==> src/rtl/mealy_logger_pkg.sv <==
// Shared types for the Mealy detection logger: detector state codes and log entry layout.
package mealy_logger_pkg;

  // Default timestamp width of a logged entry.
  localparam int LOG_TS_W = 5;
  localparam int ENTRY_W  = 3 + LOG_TS_W;

  // Detector state encodings y[3:1].
  typedef enum logic [2:0] {
    ST_A = 3'b000,
    ST_B = 3'b001,
    ST_C = 3'b011,
    ST_D = 3'b010,
    ST_E = 3'b100
  } det_state_e;

  // One log record, packed as {state, timestamp}.
  typedef struct packed {
    logic [2:0]          state;
    logic [LOG_TS_W-1:0] ts;
  } entry_t;

  function automatic entry_t make_entry(logic [2:0] state, logic [LOG_TS_W-1:0] ts);
    entry_t e;
    e.state = state;
    e.ts    = ts;
    return e;
  endfunction

endpackage

==> src/rtl/mealy_event_logger_if.sv <==
// Detector-facing and read-port signals of the event logger.
interface mealy_event_logger_if #(
  parameter int TS_W  = 5,
  parameter int CNT_W = 8
);
  logic              z_det;
  logic [2:0]        det_state;
  logic              clear;
  logic              rd_en;
  logic [3+TS_W-1:0] rd_data;
  logic              empty;
  logic              full;
  logic              overflow;
  logic [CNT_W-1:0]  evt_count;

  // Driver side: detector plus the software/bench reader.
  modport master (
    output z_det, det_state, clear, rd_en,
    input  rd_data, empty, full, overflow, evt_count
  );

  // Logger side.
  modport slave (
    input  z_det, det_state, clear, rd_en,
    output rd_data, empty, full, overflow, evt_count
  );
endinterface

==> src/rtl/mealy_event_logger_sync_fifo.sv <==
// First-word-fall-through synchronous FIFO with wrap-bit pointers and synchronous clear.
module sync_fifo #(
  parameter int WIDTH = 8,
  parameter int DEPTH = 4
) (
  input  logic             clk,
  input  logic             rst,
  input  logic             clear,
  input  logic             push,
  input  logic [WIDTH-1:0] wr_data,
  input  logic             pop,
  output logic [WIDTH-1:0] rd_data,
  output logic             full,
  output logic             empty
);
  localparam int           AW      = $clog2(DEPTH);
  localparam logic [AW:0]  PTR_ONE = 1;

  logic [AW:0]      wr_ptr;
  logic [AW:0]      rd_ptr;
  logic [WIDTH-1:0] mem [DEPTH];
  logic             push_do;
  logic             pop_do;

  // Accepted transfers: a pop needs data, a push needs room or a same-cycle pop; clear blocks both.
  always_comb begin
    // NOTE: every signal assigned here gets a default first, so no path leaves it holding a value (no latch).
    pop_do  = 1'b0;
    push_do = 1'b0;
    if (!clear) begin
      pop_do  = pop & ~empty;
      push_do = push & (~full | pop_do);
    end
  end

  // Pointer state; clear rewinds both pointers to the reset position.
  always_ff @(posedge clk or posedge rst) begin
    // NOTE: sequential state uses nonblocking assignments so every flop samples pre-edge values.
    if (rst) begin
      wr_ptr <= '0;
      rd_ptr <= '0;
    end else if (clear) begin
      wr_ptr <= '0;
      rd_ptr <= '0;
    end else begin
      if (push_do) wr_ptr <= wr_ptr + PTR_ONE;
      if (pop_do)  rd_ptr <= rd_ptr + PTR_ONE;
    end
  end

  // Storage write.
  // NOTE: the array is deliberately not reset; rd_data is masked while empty, so stale words never leak.
  always_ff @(posedge clk) begin
    if (push_do) mem[wr_ptr[AW-1:0]] <= wr_data;
  end

  assign empty   = (wr_ptr == rd_ptr);
  assign full    = (wr_ptr[AW] != rd_ptr[AW]) && (wr_ptr[AW-1:0] == rd_ptr[AW-1:0]);
  assign rd_data = empty ? '0 : mem[rd_ptr[AW-1:0]];

endmodule

==> src/rtl/mealy_event_logger.sv <==
// Logs each detector hit as {state, timestamp} into a FWFT FIFO, with a saturating hit
// counter and a sticky flag for hits dropped because the FIFO was full.
module mealy_event_logger
  import mealy_logger_pkg::*;
#(
  parameter int DEPTH = 4,
  parameter int TS_W  = 5,
  parameter int CNT_W = 8
) (
  input logic                  clk,
  input logic                  rst,
  mealy_event_logger_if.slave  bus
);
  localparam int               EW      = 3 + TS_W;
  localparam logic [TS_W-1:0]  TS_ONE  = 1;
  localparam logic [CNT_W-1:0] CNT_ONE = 1;

  logic [TS_W-1:0]  ts;
  logic [CNT_W-1:0] evt_cnt;
  logic             ovf;
  logic             fifo_full;
  logic             fifo_empty;
  logic [EW-1:0]    fifo_rd_data;

  sync_fifo #(
    .WIDTH (EW),
    .DEPTH (DEPTH)
  ) u_fifo (
    .clk     (clk),
    .rst     (rst),
    .clear   (bus.clear),
    .push    (bus.z_det),
    .wr_data ({bus.det_state, ts}),
    .pop     (bus.rd_en),
    .rd_data (fifo_rd_data),
    .full    (fifo_full),
    .empty   (fifo_empty)
  );

  // Free-running timestamp; wraps naturally at 2^TS_W.
  always_ff @(posedge clk or posedge rst) begin
    if (rst)            ts <= '0;
    else if (bus.clear) ts <= '0;
    else                ts <= ts + TS_ONE;
  end

  // Saturating count of every detection, logged or dropped.
  always_ff @(posedge clk or posedge rst) begin
    if (rst)                                 evt_cnt <= '0;
    else if (bus.clear)                      evt_cnt <= '0;
    else if (bus.z_det && (evt_cnt != '1))   evt_cnt <= evt_cnt + CNT_ONE;
  end

  // Sticky drop flag: a hit while full with no pop to make room is lost.
  always_ff @(posedge clk or posedge rst) begin
    if (rst)                                         ovf <= 1'b0;
    else if (bus.clear)                              ovf <= 1'b0;
    else if (bus.z_det && fifo_full && !bus.rd_en)   ovf <= 1'b1;
  end

  assign bus.rd_data   = fifo_rd_data;
  assign bus.empty     = fifo_empty;
  assign bus.full      = fifo_full;
  assign bus.overflow  = ovf;
  assign bus.evt_count = evt_cnt;

endmodule

==> src/flat_wrapper.sv <==
// flat-port wrapper written by rule: the top's interface ports become plain ports
module mealy_event_logger_flat import mealy_logger_pkg::*;
#(
  parameter int DEPTH = 4,
  parameter int TS_W  = 5,
  parameter int CNT_W = 8
)
  (clk, rst, bus_z_det, bus_det_state, bus_clear, bus_rd_en, bus_rd_data, bus_empty, bus_full, bus_overflow, bus_evt_count);
  mealy_event_logger_if #(.TS_W(TS_W), .CNT_W(CNT_W)) bus_i ();
  input logic clk;
  input logic rst;
  input wire logic [$bits(bus_i.z_det)-1:0] bus_z_det;
  input wire logic [$bits(bus_i.det_state)-1:0] bus_det_state;
  input wire logic [$bits(bus_i.clear)-1:0] bus_clear;
  input wire logic [$bits(bus_i.rd_en)-1:0] bus_rd_en;
  output wire logic [$bits(bus_i.rd_data)-1:0] bus_rd_data;
  output wire logic [$bits(bus_i.empty)-1:0] bus_empty;
  output wire logic [$bits(bus_i.full)-1:0] bus_full;
  output wire logic [$bits(bus_i.overflow)-1:0] bus_overflow;
  output wire logic [$bits(bus_i.evt_count)-1:0] bus_evt_count;
  assign bus_i.z_det = bus_z_det;
  assign bus_i.det_state = bus_det_state;
  assign bus_i.clear = bus_clear;
  assign bus_i.rd_en = bus_rd_en;
  assign bus_rd_data = bus_i.rd_data;
  assign bus_empty = bus_i.empty;
  assign bus_full = bus_i.full;
  assign bus_overflow = bus_i.overflow;
  assign bus_evt_count = bus_i.evt_count;
  mealy_event_logger #(.DEPTH(DEPTH), .TS_W(TS_W), .CNT_W(CNT_W)) u_core (.clk(clk), .rst(rst), .bus(bus_i));
endmodule
==> config.mk <==
export PLATFORM = sky130hd
export DESIGN_NAME = mealy_event_logger_flat
export DESIGN_NICKNAME = d
export VERILOG_FILES = /design/src/rtl/mealy_logger_pkg.sv /design/src/rtl/mealy_event_logger_if.sv /design/src/rtl/mealy_event_logger_sync_fifo.sv /design/src/rtl/mealy_event_logger.sv /design/src/flat_wrapper.sv
export SDC_FILE = /design/constraint.sdc
export NUM_CORES = 1
export LEC_CHECK = 0
export ABC_AREA = 0
export BUFFER_PORTS_ARGS = -buffer_cell sky130_fd_sc_hd__buf_4
export CORE_UTILIZATION = 50
export DETAILED_ROUTE_END_ITERATION = 10
export PLACE_DENSITY_LB_ADDON = 0.3
export SETUP_SLACK_MARGIN = 0.15
export SLEW_MARGIN = 20
export SYNTH_ARGS = -nofsm -noshare
export SYNTH_HDL_FRONTEND = slang
export SYNTH_SLANG_ARGS = --single-unit
==> constraint.sdc <==
create_clock -name clk -period 3.7 [get_ports clk]
set_input_delay 0.74 -clock clk [delete_from_list [all_inputs] [get_ports clk]]
set_output_delay 0.74 -clock clk [all_outputs]
set_load 0.02 [all_outputs]
Word level (Yosys, flattened, before mapping)
Memories as Yosys holds them, arrays and structs flattened.
Index checks and enable logic that the tools add are counted.
{"block": "word_totals", "mem_count": 1, "out_inout_bits": 19, "register_bits": 20, "ramBits": 32, "inputBits": 8}
{"name": "u_core.u_fifo.mem", "depth": 4, "width": 8, "read_ports": 1, "rd_clocked_by_memory_dff": 0, "wr": 1, "line": "mealy_event_logger_sync_fifo.sv:21", "text": "logic [WIDTH-1:0] mem [DEPTH];"}
{"block": "classes", "n_reduce_logical": 9, "bitwise": 5, "muxes": 14, "n_eq_ne": 4, "addsub": 4}
{"op": "8-bit 2-to-1 mux", "count": 3}
{"op": "3-bit 2-to-1 mux", "count": 4}
{"op": "8-bit by 1-bit adder with 8-bit output (second input constant)", "count": 1}
{"op": "8-bit != test (second input constant)", "count": 1}
{"op": "2-bit nonzero test", "count": 4}
{"op": "3-bit by 1-bit adder with 3-bit output (second input constant)", "count": 2}
{"op": "1-bit 2-to-1 mux", "count": 6}
{"op": "5-bit by 1-bit adder with 5-bit output (second input constant)", "count": 1}
{"op": "5-bit 2-to-1 mux", "count": 1}
{"op": "1-bit logical AND", "count": 4}
{"op": "3-bit == test", "count": 1}
{"op": "1-bit AND", "count": 2}
{"op": "2-bit == test", "count": 1}
{"op": "1-bit NOT", "count": 2}
{"op": "1-bit logical NOT", "count": 1}
{"op": "1-bit != test", "count": 1}
{"op": "1-bit bitwise OR", "count": 1}

Longest topological paths before layout
{"block": "depth", "ltp_word": 8, "ltp_mapped": 6, "mapped_depth_nobuf": 5}

Cells and area by module
Synthesis repeated with hierarchy kept, for this count alone.
{"block": "unflattened", "hier_cells": 173, "area_unflattened_um2": 2431.1}
{"mod": "sync_fifo", "seq_area_each_um2": 1111.1, "area_per_inst_um2": 1709.1, "instances": 1, "cells_per_inst": 105}
{"mod": "mealy_event_logger", "seq_area_each_um2": 350.3, "area_per_inst_um2": 721.9, "instances": 1, "cells_per_inst": 68}

Least setup slack after synthesis
Ideal clock, no wire load.
{"block": "synth_timing", "path_kind": "register to output", "start": "register u_core.u_fifo.rd_ptr[0]", "end": "output port bus_rd_data[0]", "path_stages_with_launch": 6, "path_buffers": 2, "required_ns": 2.960, "path_slack_ns": 1.584, "arrival_ns": 1.376, "path_cell_list": "dfrtp_1 > buf_6 > xor2_2 > nor3_1 > buf_2 > nor2b_1"}
{"block": "synth_via", "elab_chain_len": 2, "word_cells_on_any_way": 3, "cone_classes": "1 x eq/ne; 1 x mux; 1 x memory"}
{"element": "from (decl)", "line": "mealy_event_logger_sync_fifo.sv:20", "text": "logic [AW:0] rd_ptr;"}
{"element": "from (signal assigned)", "line": "mealy_event_logger_sync_fifo.sv:47", "text": "if (pop_do) rd_ptr <= rd_ptr + PTR_ONE;"}
{"element": "3-bit == test", "line": "mealy_event_logger_sync_fifo.sv:57", "text": "assign empty = (wr_ptr == rd_ptr);"}
{"element": "named net bus_empty", "line": "flat_wrapper.sv:17", "text": "output wire logic [$bits(bus_i.empty)-1:0] bus_empty;"}
{"element": "8-bit 2-to-1 mux", "line": "mealy_event_logger_sync_fifo.sv:59", "text": "assign rd_data = empty ? '0 : mem[rd_ptr[AW-1:0]];"}
{"element": "to (decl)", "line": "flat_wrapper.sv:16", "text": "output wire logic [$bits(bus_i.rd_data)-1:0] bus_rd_data;"}
The timed path passes the listed nets, and every way through them passes these cells.

Final worst setup path
{"block": "layout_timing", "start": "register u_core.u_fifo.rd_ptr[0]", "end": "output port bus_rd_data[3]"}
{"block": "layout_via", "elab_chain_len": 2, "word_cells_on_any_way": 3, "cone_classes": "1 x eq/ne; 1 x mux; 1 x memory"}
{"element": "memory 4 x 8 bit / 3-bit == test (equally long branches)"}
{"element": "8-bit 2-to-1 mux (*)", "line": "mealy_event_logger_sync_fifo.sv:59"}
Every way passes the cells marked *; elsewhere a longest branch is shown, timed or not.

==> impl_results.md <==
* Outcome: completed
* FMAX at 0.368 GHz
* Compound-cell area share of the yosys netlist at 4.03%
* Synth Area per Inst at 14.5 um^2
* # setup viols final at 0
* Largest family of logic cells by synthesized area: simple AND/OR/NAND/NOR gates
* Worst min path class: flip-flop to flip-flop
* Diode count at 0
* Worst skew pair latency at 0.30 ns
* Sink Count at 52
* Critical Path Fanout Max at 11
* Post-cts sizing count at 0
* Area leader, netlist: edfxtp_1
* Post-CTS Setup Bufs at 0
* Hold buffer count at cts at 0
* HP Start: u_core.bus.overflow
* DRT iter0 DRCs at 100
* Final ANT Viol Nets at 0
* Core ar. at 0.00441 mm^2
* Synthesized Nets at 175
* I/O pin cnt at 27
* Layout cells sized above 1 at 24.3%
* Pleak at 0.00103 uW
* Count of state elements after synthesis at 52
* Yosys warning count at 0
* Max-slew headroom at 48.4%
* PortBufs at 26
* RSZ-0062 raised after global routing: no
* HPWL Detailed at 2850 um
* Library cells used by synthesis at 33
* Gate power share at 21.8%
* CP startpoint kind: flip-flop
* Origin of the worst setup path: u_core.u_fifo.rd_ptr[0]
* Power per cell area at 478 mW/mm^2
* Largest net degree at the start of global routing at 22
* Routed vias/inst at 5.62
* Routed len/inst at 17.2 um
* Multi-input combinational cell area at 812 um^2
* Layout filler cell count at 340
* TNS Setup at 0 ns
* Sw frac at 28.4%
* H-tree depth at 2
* Register area share after synthesis at 62.8%
* CTS tree: built
* Reg-to-reg startpoint: u_core.u_fifo.rd_ptr[0]
* Worst IR drop on VDD at 0.240 mV
* Top FF cell, synth: edfxtp_1
* Area occupied by registers at 0.00146 mm^2
* EDFF count, synth at 32
* Required time worst endpoint at 2.96 ns
* Most frequent cell after synthesis: edfxtp_1
* Global placer's final weighted congestion at 0.744
* Final nets at 203
* Post-Synth Simple-Gate Area at 12.4%
* Multiplexer share of the synthesized area at 9.03%
* Final max-slew violation count at 0
* CP Capture Type: output pin
* Seq pwr share at 53.9%
* Pint at 903 uW
* Critical path type: flip-flop to output pin
* Final period util at 73.4%
* CTS clk-pin slew, worst paths at 0.08 ns
* Async SR Flop Fraction at 38.5%
* Most frequent cells after synthesis: edfxtp_1, dfrtp_1, nor2_1
* Synth Area in XOR/XNOR at 5.65%
* Initial Utilization at 52.7%
* Worst Path Arrival at 1.98 ns
* Adder-cell share of the synthesized area at 3.76%
* Die area at 0.00493 mm^2
* Clock group share of total power at 24.4%
* Setup Skew at 0.0106 ns
* Cell count after synthesis at 160
* Final WL at 4140 um
* Global-route wire length before repair at 7020 um
* Area fraction of the dominant cell type after synthesis at 41.3%
* Core Rows at 24
* CTS buffer count at 5
* Layout Utilization at 59.7%
* GRT Total Usage at 18.8%
* Die X at 70.2 um
* Max-Cap Viols at 0
* Least-Margin Pin Slew at 0.773 ns
* Vias at 1354
* Top area cells in the synthesized netlist: edfxtp_1, dfrtp_1, mux4_2
* Mapped cell area at 0.00233 mm^2
* Overflow after GRT at 0
* Vias in the first global route at 1429
* Drt drc at 0
* Die Ht at 70.2 um
* First-pass detailed-route iteration total at 4
* Max Buffers Root-to-Sink at 2
* Fin. Hold Viols at 0
* CTS Root Cell: clkbuf_8
* Crit path time final at 2.72 ns
* Antenna violations before repair at 0
* Net switching power at 358 uW
* Area grow syn2layout at 13.3%
## per-stage QoR
| step | std cells | hold slack [ns] | total power, uW | setup WS [ns] | cell area (um^2) |
|---|---|---|---|---|---|
| 2_1_floorplan | 160 | 0.484 | 875 | 1.58 | 2330 |
| 3_3_place_gp | 233 | 0.481 | 960 | 1.32 | 2550 |
| 3_5_place_dp | 233 | 0.491 | 972 | 1.26 | 2550 |
| 4_1_cts | 241 | 0.510 | 1270 | 0.926 | 2640 |
| 5_1_grt | 241 | 0.566 | 1320 | 0.801 | 2640 |
| 6_report | 241 | 0.504 | 1260 | 0.984 | 2640 |
## flip-flops by register name (all words and copies together) (netlist names)
| name | cells |
|---|---|
| u_core.u_fifo.mem | 32 |
| u_core.bus.evt_count | 8 |
| u_core.ts | 5 |
| u_core.u_fifo.rd_ptr | 3 |
| u_core.u_fifo.wr_ptr | 3 |
| u_core.bus.overflow | 1 |
## logic make-up after synthesis
kind of cell / count (synthesis)
flops: 52
fa+ha+maj: 7
mux: 11
compound gates: 15
buf+inv: 9
simple gates: 54
xor+xnor: 12
## area by class of cell
class | count | area share [%]
Multi-Input combinational cell | 99 | 30.8
Tap cell | 52 | 2.47
Timing Repair Buffer | 27 | 7.69
Clock buffer | 6 | 2.75
Clock inverter | 2 | 0.427
Sequential cell | 52 | 55.4
Inverter | 3 | 0.427
## power by group through the flow
stage | clock [uW] | sequential (uW) | combinational, uW
6_report | 307 | 679 | 275
5_1_grt | 335 | 687 | 299
4_1_cts | 312 | 682 | 278
3_5_place_dp | 0 | 695 | 277
3_3_place_gp | 0 | 691 | 268
2_1_floorplan | 0 | 668 | 207
## worst max-delay path, stage by stage, from the launching register on
cell and delay (ns):
dfrtp_1 0.78, mux4_2 0.59, nor2b_1 0.15, buf_4 0.15
## worst paths after layout
kind	endpoint	slack, ns	cells after the start
setup / recovery	bus_rd_data[3]	0.98	3
hold / removal	u_core.bus.overflow	0.50	2
setup reg to reg	u_core.u_fifo.mem[0][7]	1.33	4
hold reg to reg	u_core.bus.overflow	0.50	2
max in group asynchronous	u_core.ts[0]	2.63	2
min in group asynchronous	u_core.bus.evt_count[3]	0.58	2
## cell usage in the layout, fill, tap and decap left out, drive strengths merged, types with 4 or more instances in the layout
master   n
dfrtp   20
and2     4
xor2     7
xnor2    5
ha       7
nor3     4
a21oi    6
nor2b    9
clkbuf   6
buf     27
edfxtp  32
o21ai    4
mux4     8
nor2    18
nand3    6
## per-layer routing
metal	global-route usage (%)	up-vias	part of all wire (%)
li1	-	638	-
met1	23.4	670	43
met2	31.7	40	52
met3	4.18	6	3.9
met4	7.78	0	1.2
met5	0	-	0
(Power assumes the default switching activity.)
